## config.mk

```make
export PLATFORM = sky130hd
export DESIGN_NAME = i2s_tdm_transmitter
export DESIGN_NICKNAME = d
export VERILOG_FILES = /design/src/rtl/i2s_tdm_transmitter.sv
export SDC_FILE = /design/constraint.sdc
export NUM_CORES = 1
export LEC_CHECK = 0
export CORE_MARGIN = 3
export CORE_UTILIZATION = 50
export CTS_BUF_LIST = sky130_fd_sc_hd__clkbuf_8 sky130_fd_sc_hd__clkbuf_16
export DETAILED_ROUTE_END_ITERATION = 10
export GPL_TIMING_DRIVEN = 0
export HOLD_SLACK_MARGIN = 0.08
export PLACE_DENSITY = 0.72
export SLEW_MARGIN = 20
export SYNTH_ARGS = -nofsm -noshare
export SYNTH_HDL_FRONTEND = slang
export SYNTH_SLANG_ARGS = --single-unit
```

## constraint.sdc

```tcl
create_clock -name clk_in -period 4 [get_ports clk_in]
set_clock_uncertainty 0.2 [all_clocks]
set_input_delay 0.4 -clock clk_in [delete_from_list [all_inputs] [get_ports clk_in]]
set_output_delay 0.4 -clock clk_in [all_outputs]
set_load 0.05 [all_outputs]
```

## src/rtl/i2s_tdm_transmitter.sv

```systemverilog
// ---------------------------------------------------------------------------
// i2s_tdm_transmitter
//   Parametrised I2S / left-justified / right-justified TDM serialiser with an
//   integer bit-clock divider, a one-entry sample holding register fed by a
//   valid/ready handshake, and zero-fill on underrun.
//
// Optional feature macro: I2S_UNDERRUN_CNT_EN
//   When defined, adds underrun_count[15:0], a saturating count of underrun
//   pulses cleared by reset.
//
// Ports:
//   clk_in          system clock, all logic on posedge
//   reset           asynchronous active-high reset
//   sample_data     packed frame, channel n at [n*BITS +: BITS]
//   sample_valid    sample_data valid
//   sample_ready    holding register empty (registered)
//   frame_pulse     1-cycle strobe: holding register moved to frame buffer
//   underrun        1-cycle strobe: frame started with holding register empty
//   underrun_count  saturating underrun count (I2S_UNDERRUN_CNT_EN only)
//   I2S_BCLK        serial bit clock
//   I2S_WCLK        word / frame clock
//   I2S_DATA        serial data, MSB first
// ---------------------------------------------------------------------------
module i2s_tdm_transmitter #(
    parameter int unsigned BITS      = 16,
    parameter int unsigned SLOT_BITS = 32,
    parameter int unsigned CHANNELS  = 2,
    parameter int unsigned BCLK_DIV  = 4,
    parameter int unsigned MODE      = 0,
    parameter int unsigned INV_BCLK  = 0
) (
    input  logic                       clk_in,
    input  logic                       reset,
    input  logic [CHANNELS*BITS-1:0]   sample_data,
    input  logic                       sample_valid,
    output logic                       sample_ready,
    output logic                       frame_pulse,
    output logic                       underrun,
`ifdef I2S_UNDERRUN_CNT_EN
    output logic [15:0]                underrun_count,
`endif
    output logic                       I2S_BCLK,
    output logic                       I2S_WCLK,
    output logic                       I2S_DATA
);

    localparam int unsigned FRAME_W = CHANNELS * BITS;
    localparam int unsigned DIV_W   = (BCLK_DIV > 1) ? $clog2(BCLK_DIV) : 1;
    localparam int unsigned BIT_W   = $clog2(SLOT_BITS);
    localparam int unsigned SLOT_W  = $clog2(CHANNELS);

    localparam logic [DIV_W-1:0]  DIV_LAST  = DIV_W'(BCLK_DIV - 1);
    localparam logic [BIT_W-1:0]  BIT_LAST  = BIT_W'(SLOT_BITS - 1);
    localparam logic [SLOT_W-1:0] SLOT_LAST = SLOT_W'(CHANNELS - 1);
    localparam logic [SLOT_W-1:0] SLOT_HALF = SLOT_W'(CHANNELS / 2);

    // Unknown MODE values fall through to left-justified.
    localparam logic MODE_I2S = (MODE == 0);
    localparam logic MODE_RJ  = (MODE == 2);
    localparam logic BCLK_INV = (INV_BCLK != 0);

    // ---------------- state ----------------
    logic [DIV_W-1:0]   div_cnt_q,  div_cnt_d;
    logic               bclk_q,     bclk_d;
    logic               bclk_pin_q, bclk_pin_d;
    logic               run_q,      run_d;
    logic [BIT_W-1:0]   bit_cnt_q,  bit_cnt_d;
    logic [SLOT_W-1:0]  slot_cnt_q, slot_cnt_d;

    logic [FRAME_W-1:0] hold_q,      hold_d;
    logic               hold_full_q, hold_full_d;
    logic [FRAME_W-1:0] frame_q,     frame_d;
    logic               ready_q,     ready_d;
    logic               fpulse_q,    fpulse_d;
    logic               urun_q,      urun_d;

    logic               wclk_q,  wclk_d;
    logic               lj_q,    lj_d;
    logic               data_q,  data_d;

`ifdef I2S_UNDERRUN_CNT_EN
    logic [15:0]        ucnt_q,  ucnt_d;
`endif

    // ---------------- combinational strobes ----------------
    logic               term_cnt;
    logic               fall_tick;
    logic               frame_start;
    logic               accept;

    logic [BITS-1:0]    chan_w [CHANNELS];
    logic [BITS-1:0]    chan_word;
    logic [BITS-1:0]    lj_shift;
    logic [BITS-1:0]    rj_shift;

    // Bit-clock divider and frame position counters.
    always_comb begin
        div_cnt_d  = div_cnt_q + 1'b1;
        bclk_d     = bclk_q;
        run_d      = run_q;
        bit_cnt_d  = bit_cnt_q;
        slot_cnt_d = slot_cnt_q;

        term_cnt  = (div_cnt_q == DIV_LAST);
        fall_tick = term_cnt && bclk_q;

        if (term_cnt) begin
            div_cnt_d = '0;
            bclk_d    = ~bclk_q;
        end

        if (fall_tick) begin
            run_d = 1'b1;
            if (!run_q) begin
                // First falling edge after reset lands on bit 0, slot 0.
                bit_cnt_d  = '0;
                slot_cnt_d = '0;
            end else if (bit_cnt_q == BIT_LAST) begin
                bit_cnt_d  = '0;
                slot_cnt_d = (slot_cnt_q == SLOT_LAST) ? '0 : slot_cnt_q + 1'b1;
            end else begin
                bit_cnt_d  = bit_cnt_q + 1'b1;
            end
        end

        frame_start = fall_tick && (bit_cnt_d == '0) && (slot_cnt_d == '0);
        bclk_pin_d  = bclk_d ^ BCLK_INV;
    end

    // Handshake, holding register and frame buffer transfer.
    always_comb begin
        hold_d      = hold_q;
        hold_full_d = hold_full_q;
        frame_d     = frame_q;
        fpulse_d    = 1'b0;
        urun_d      = 1'b0;

        accept = sample_valid && ready_q;

        // Accept and a full-holding transfer are exclusive since ready_q=0
        // whenever the holding register is full.
        if (accept) begin
            hold_d      = sample_data;
            hold_full_d = 1'b1;
        end

        if (frame_start) begin
            if (hold_full_q) begin
                frame_d     = hold_q;
                hold_d      = '0;
                hold_full_d = 1'b0;
                fpulse_d    = 1'b1;
            end else begin
                frame_d = '0;
                urun_d  = 1'b1;
            end
        end

        ready_d = ~hold_full_d;
    end

`ifdef I2S_UNDERRUN_CNT_EN
    // Saturating underrun counter.
    always_comb begin
        ucnt_d = ucnt_q;
        if (urun_d && (ucnt_q != 16'hFFFF)) begin
            ucnt_d = ucnt_q + 16'd1;
        end
    end
`endif

    // Split the next frame buffer into per-channel words.
    for (genvar g = 0; g < CHANNELS; g++) begin : g_chan
        assign chan_w[g] = frame_d[g*BITS +: BITS];
    end

    // Serial word clock and data for the position being entered.
    always_comb begin
        wclk_d = wclk_q;
        lj_d   = lj_q;
        data_d = data_q;

        chan_word = chan_w[slot_cnt_d];
        // Shifting past the word width yields zero, which gives the
        // zero padding of both justifications without extra compares.
        lj_shift  = chan_word << bit_cnt_d;
        rj_shift  = chan_word >> (BIT_LAST - bit_cnt_d);

        if (fall_tick) begin
            wclk_d = (slot_cnt_d >= SLOT_HALF);
            lj_d   = lj_shift[BITS-1];
            if (MODE_I2S) begin
                data_d = lj_q;
            end else if (MODE_RJ) begin
                data_d = rj_shift[0];
            end else begin
                data_d = lj_shift[BITS-1];
            end
        end
    end

    // State registers.
    always_ff @(posedge clk_in or posedge reset) begin
        if (reset) begin
            div_cnt_q   <= '0;
            bclk_q      <= 1'b0;
            bclk_pin_q  <= BCLK_INV;
            run_q       <= 1'b0;
            bit_cnt_q   <= '0;
            slot_cnt_q  <= '0;
            hold_q      <= '0;
            hold_full_q <= 1'b0;
            frame_q     <= '0;
            ready_q     <= 1'b1;
            fpulse_q    <= 1'b0;
            urun_q      <= 1'b0;
            wclk_q      <= 1'b0;
            lj_q        <= 1'b0;
            data_q      <= 1'b0;
        end else begin
            div_cnt_q   <= div_cnt_d;
            bclk_q      <= bclk_d;
            bclk_pin_q  <= bclk_pin_d;
            run_q       <= run_d;
            bit_cnt_q   <= bit_cnt_d;
            slot_cnt_q  <= slot_cnt_d;
            hold_q      <= hold_d;
            hold_full_q <= hold_full_d;
            frame_q     <= frame_d;
            ready_q     <= ready_d;
            fpulse_q    <= fpulse_d;
            urun_q      <= urun_d;
            wclk_q      <= wclk_d;
            lj_q        <= lj_d;
            data_q      <= data_d;
        end
    end

`ifdef I2S_UNDERRUN_CNT_EN
    always_ff @(posedge clk_in or posedge reset) begin
        if (reset) begin
            ucnt_q <= '0;
        end else begin
            ucnt_q <= ucnt_d;
        end
    end

    assign underrun_count = ucnt_q;
`endif

    assign sample_ready = ready_q;
    assign frame_pulse  = fpulse_q;
    assign underrun     = urun_q;
    assign I2S_BCLK     = bclk_pin_q;
    assign I2S_WCLK     = wclk_q;
    assign I2S_DATA     = data_q;

endmodule

```

; Word level (Yosys, flattened, before mapping)
; Index checks and enable logic that the tools add are counted.
[word_totals]
regBits = 81
input_bits = 35
output_inout_bits = 6
wordCells = 54
[op_classes]
add_sub_neg = 3
magnitude_cmp = 2
eq_ne = 2
shifts = 1
n_mux = 23
n_bitwise = 4
reduce_logical = 5
[ops]
columns = operator, n
row1 = 32-bit 2-to-1 mux, 5
row2 = 16-bit 2-to-1 mux, 3
row3 = 16-bit by 5-bit << shifter with 16-bit output, 1
row4 = 5-bit 2-to-1 mux, 3
row5 = 1-bit 2-to-1 mux, 11
row6 = "5-bit by 1-bit adder with 5-bit output, second input constant", 1
row7 = "5-bit equality test, second input constant", 1
row8 = 5-bit zero test, 1
row9 = 1-bit logical AND, 4
row10 = 1-bit NOT, 3
row11 = "2-bit by 1-bit adder with 2-bit output, second input constant", 1
row12 = "2-bit equality test, second input constant", 1
row13 = "2-bit greater-or-equal comparator, second input constant", 1
row14 = 2-bit 2-to-1 mux, 1
row15 = 1-bit NOT with 2-bit output, 1
row16 = "1-bit adder, second input constant", 1
row17 = "1-bit greater-or-equal comparator, second input constant", 1

; Logic depth before layout (Yosys ltp)
[depth]
word_depth = 12
mapped_depth = 12
ltp_nobuf = 11

; Least setup slack after synthesis
; No wires, ideal clock.
[synth_path]
path_kind = register -> register
start = register bit_cnt_q[0]
end = register hold_q[10]
setup_time_ns = 0.136
t_arrival_ns = 2.712
required_time_ns = 3.664
setup_slack_ns = 0.951
stages_incl_launch_ff = 11
path_buffers = 2
synth_period_minus_slack_ns = 3.049
path_cell_list = dfrtp_1 > ha_1 > and3_1 > ha_1 > or2_1 > nor4_1 > o221ai_2 > nor2_1 > buf_2 > buf_1 > a21oi_1
[synth_via]
elab_chain_len = 8
word_cells_on_any_way = 13
[synth_lines]
columns = item, line_no
row1 = start: declaration, 67  ; logic [BIT_W-1:0] bit_cnt_q, bit_cnt_d;
row2 = start signal: assignment, 225  ; bit_cnt_q <= bit_cnt_d;
row3 = 5-bit by 1-bit adder with 5-bit output / 5-bit equality test (equally long branches), "122, 118"
row4 = 5-bit 2-to-1 mux, 118  ; end else if (bit_cnt_q == BIT_LAST) begin
row5 = 5-bit 2-to-1 mux, 114  ; if (!run_q) begin
row6 = 5-bit 2-to-1 mux, 112  ; if (fall_tick) begin
row7 = 5-bit zero test, 126  ; frame_start = fall_tick && (bit_cnt_d == '0) && (slot_cnt_d == '0);
row8 = 1-bit logical AND, 126
row9 = 1-bit logical AND *, 126
row10 = 32-bit 2-to-1 mux *, 147  ; if (frame_start) begin
row11 = net hold_d[10], 70  ; logic [FRAME_W-1:0] hold_q, hold_d;
row12 = end signal: assignment, 227  ; hold_q <= hold_d;
row13 = end: declaration, 70
; The timed path passes the listed nets; every way through them passes the cells marked *.
; A chain may end at the register's enable or synchronous reset.

; Final worst setup path
[layout_path]
start = register bit_cnt_q[0]
end = register hold_q[21]
; The elaborated chain is that of the path after synthesis.

==> flow_summary.json <==
{
  "multi_input_area_sq_um": 1583,
  "rows": 31,
  "synth_compound_area_frac": 0.1890,
  "first_global_vias": 3040,
  "rsz0062_at_grt": "false",
  "maxCapViolCount": 0,
  "leakage_nw": 1.986,
  "crit_path_frequent_cell": "ha_1",
  "status": "finished, final reports clean",
  "hold_buffers": 0,
  "vias": 3121,
  "power_density_nw_per_um2": 466.5,
  "r2r_slack_ns": 0.37,
  "dpl.hpwl_mm": 6.407,
  "finalCritPeriodShare": 0.9072,
  "coreArea_sq_um": 7292,
  "synthFlopType": "dfrtp_1",
  "final_antenna_net_count": 0,
  "placed_area_sq_um": 4328,
  "worstPathRequired_ns": 4.01,
  "yosys.cell_types.count": 57,
  "synth_async_sr_flop_share": 1.000,
  "layout_commonest_cell": "nand2_1",
  "fill_cells": 664,
  "clock-sinks": 81,
  "clock_latency_ns": 0.34,
  "area_growth_pct": 20.52,
  "dr.first_iter.drc_count": 195,
  "cts_tree": "done",
  "synth_top_area_share": 0.5305,
  "period_needed_ns": 3.629,
  "synth_warnings": 0,
  "routed_via_density": 5.418,
  "die_w_um": 92.88,
  "cts_root_buf": "clkbuf_8",
  "hp-class": "input port to asynchronous set/reset pin",
  "max_freq_ghz": 0.2756,
  "wl_mm": 8.680,
  "finalHoldViolCount": 0,
  "synth_xor_area_frac": 0.006963,
  "synth-edff-count": 0,
  "r2r_end": "hold_q[21]$_DFF_PP0_",
  "slew_headroom": 0.6065,
  "crit_arrival_ns": 3.64,
  "io_buffer_count": 40,
  "cts_buffers": 9,
  "syn_area_sq_um": 3774,
  "critical_path.cell_chain": "ha_1, and3_1, ha_1, or2_1, nor4_1, o221ai_2, nor2_1, buf_2, buf_1, a21oi_1",
  "nets": 510,
  "drc": 0,
  "crit-reg2reg-launch": "bit_cnt_q[0]$_DFF_PP0_",
  "routabilityCongestion": 0.9244,
  "seqCellArea_sq_um": 2028,
  "ir_worst_vdd_uv": 264.9,
  "slew_violations": 0,
  "cts_resized": 0,
  "fin_area_sq_um": 4548,
  "path_clk_slew_ns": 0.08,
  "fin_hold_ws_ns": 0.2077,
  "setup-tns-final_ns": 0,
  "die_h_um": 92.88,
  "synth_seq_area_share": 0.5375,
  "drtPass1Iterations": 4,
  "worstPathMaxFanout": 10,
  "setup_violations": 0,
  "antenna_found_initial": 0,
  "drive_above_1_share": 0.09015,
  "dp_cells": 560,
  "grt_max_degree": 51,
  "worstSetupEndpointType": "register",
  "worstSetupPathType": "register to register",
  "synth_top_cells_by_area": "dfrtp_1 53%, nand2_1 14%, a21oi_1 5.0%, o21ai_1 3.6%, nand3_1 2.0%",
  "synth_mux_area_frac": 0.002653,
  "start_util": 0.5175,
  "synth-simple-area-share": 0.2109,
  "ios": 41,
  "grt_pass1_wl_mm": 14.68,
  "tightest_slew_ns": 0.5903,
  "cp-start-kind": "register",
  "synth_seq_cells": 81,
  "netlist_instances": 420,
  "routedWlPerCell_um": 15.07,
  "worst_path_max_delay_cell": "dfrtp_1",
  "track_usage": 0.2159,
  "final_cells": 576,
  "max_stage_delay_ns": 0.48,
  "cts_max_path_buffers": 2,
  "cts_max_level": 3,
  "layout_common_cells": "139 x nand2_1, 80 x dfrtp_1, 40 x clkdlybuf4s50_1, 38 x a21oi_1, 27 x o21ai_1",
  "diodes": 0,
  "cts_setup_buffers": 0,
  "yosysTopAreaCell": "dfrtp_1",
  "syn_area_per_cell_sq_um": 8.985,
  "synth_top_family_by_area": "simple AND/OR/NAND/NOR gates",
  "gr-total-overflow": 0,
  "rr_worst_depth": 10,
  "synth_fa_ha_area_frac": 0.009947,
  "dieArea_sq_um": 8626,
  "p_total_mw": 2.121,
  "syn_nets": 458
}
## metrics by stage
stage,utilization,setup WS [ns]
after floorplan,-,0.9513
after global placement,0.5894,-0.01616
after detailed placement,0.5935,0.3765
after CTS,0.6237,0.3648
after global routing,0.6237,0.07758
final,0.6237,0.3713
## layout make-up
cell class | instances | area share
Multi-Input combinational cell | 302 | 0.3480
Timing Repair Buffer | 41 | 0.09409
Tap cell | 99 | 0.02724
Inverter | 9 | 0.008803
Sequential cell | 81 | 0.4459
Clock buffer | 10 | 0.03026
Clock inverter | 6 | 0.01816
Buffer | 28 | 0.02751
## critical path: cells and delay by family, from the launching register on
| kind | cells | cell delay [ns] |
|---|---|---|
| fa+ha+maj | 2 | 0.59 |
| simple gates | 4 | 1.15 |
| flops | 1 | 0.48 |
| compound gates | 2 | 0.40 |
| buf+inv | 2 | 0.65 |
## synthesized netlist by cell type (2+ instances only)
library cell,instances
o22ai_1,3
and2_1,2
a21boi_1,2
nor2_1,10
o21ai_0,6
dfrtp_1,80
nand3_1,15
a21oi_1,38
o221a_2,2
a311oi_1,2
a22o_1,5
ha_1,3
buf_1,3
buf_2,10
nand2_1,139
o21ai_1,27
nand2b_1,5
o211ai_1,2
a211o_1,2
xor2_1,3
a2111oi_2,2
a211oi_1,2
nand4_1,5
clkbuf_1,14
inv_1,6
## where the power goes
part | leakage [nW] | switching [mW] | internal (mW)
sequential | 1.06 | 0.114 | 0.986
combinational | 0.813 | 0.201 | 0.165
clock | 0.117 | 0.290 | 0.366
total | 1.99 | 0.605 | 1.52
## sequential cells by signal, summed over array words and instances (netlist names)
signal,cells
underrun,1
hold_full_q,1
I2S_DATA,1
frame_q,32
div_cnt_q,2
slot_cnt_q,1
frame_pulse,1
I2S_WCLK,1
hold_q,32
I2S_BCLK,1
bit_cnt_q,5
lj_q,1
sample_ready,1
run_q,1
## layer usage
layer / up-vias / wire, um / track usage
met3: 7 / 448 / 0.04874
met4: 0 / 82 / 0.06593
li1: 1541 / - / -
met2: 76 / 4079 / 0.3335
met5: - / 0 / 0
met1: 1497 / 4069 / 0.3046
## logic make-up after synthesis
kind of cell / count (synthesis)
compound gates: 108
xor+xnor: 3
fa+ha+maj: 3
buf+inv: 37
flops: 81
mux: 1
simple gates: 187
## worst max-delay path by stage
stage,from,end,slack [ns],depth (start not counted)
final,bit_cnt_q[0]$_DFF_PP0_,hold_q[21]$_DFF_PP0_,0.37,10
after global routing,bit_cnt_q[0]$_DFF_PP0_,hold_q[24]$_DFF_PP0_,0.08,10
after CTS,bit_cnt_q[0]$_DFF_PP0_,hold_q[21]$_DFF_PP0_,0.36,10
after detailed placement,bit_cnt_q[0]$_DFF_PP0_,hold_q[21]$_DFF_PP0_,0.38,10
after global placement,reset,hold_q[10]$_DFF_PP0_,-0.02,2
after floorplan,bit_cnt_q[0]$_DFF_PP0_,hold_q[10]$_DFF_PP0_,0.95,10
Power figures use the tool's default switching activity.
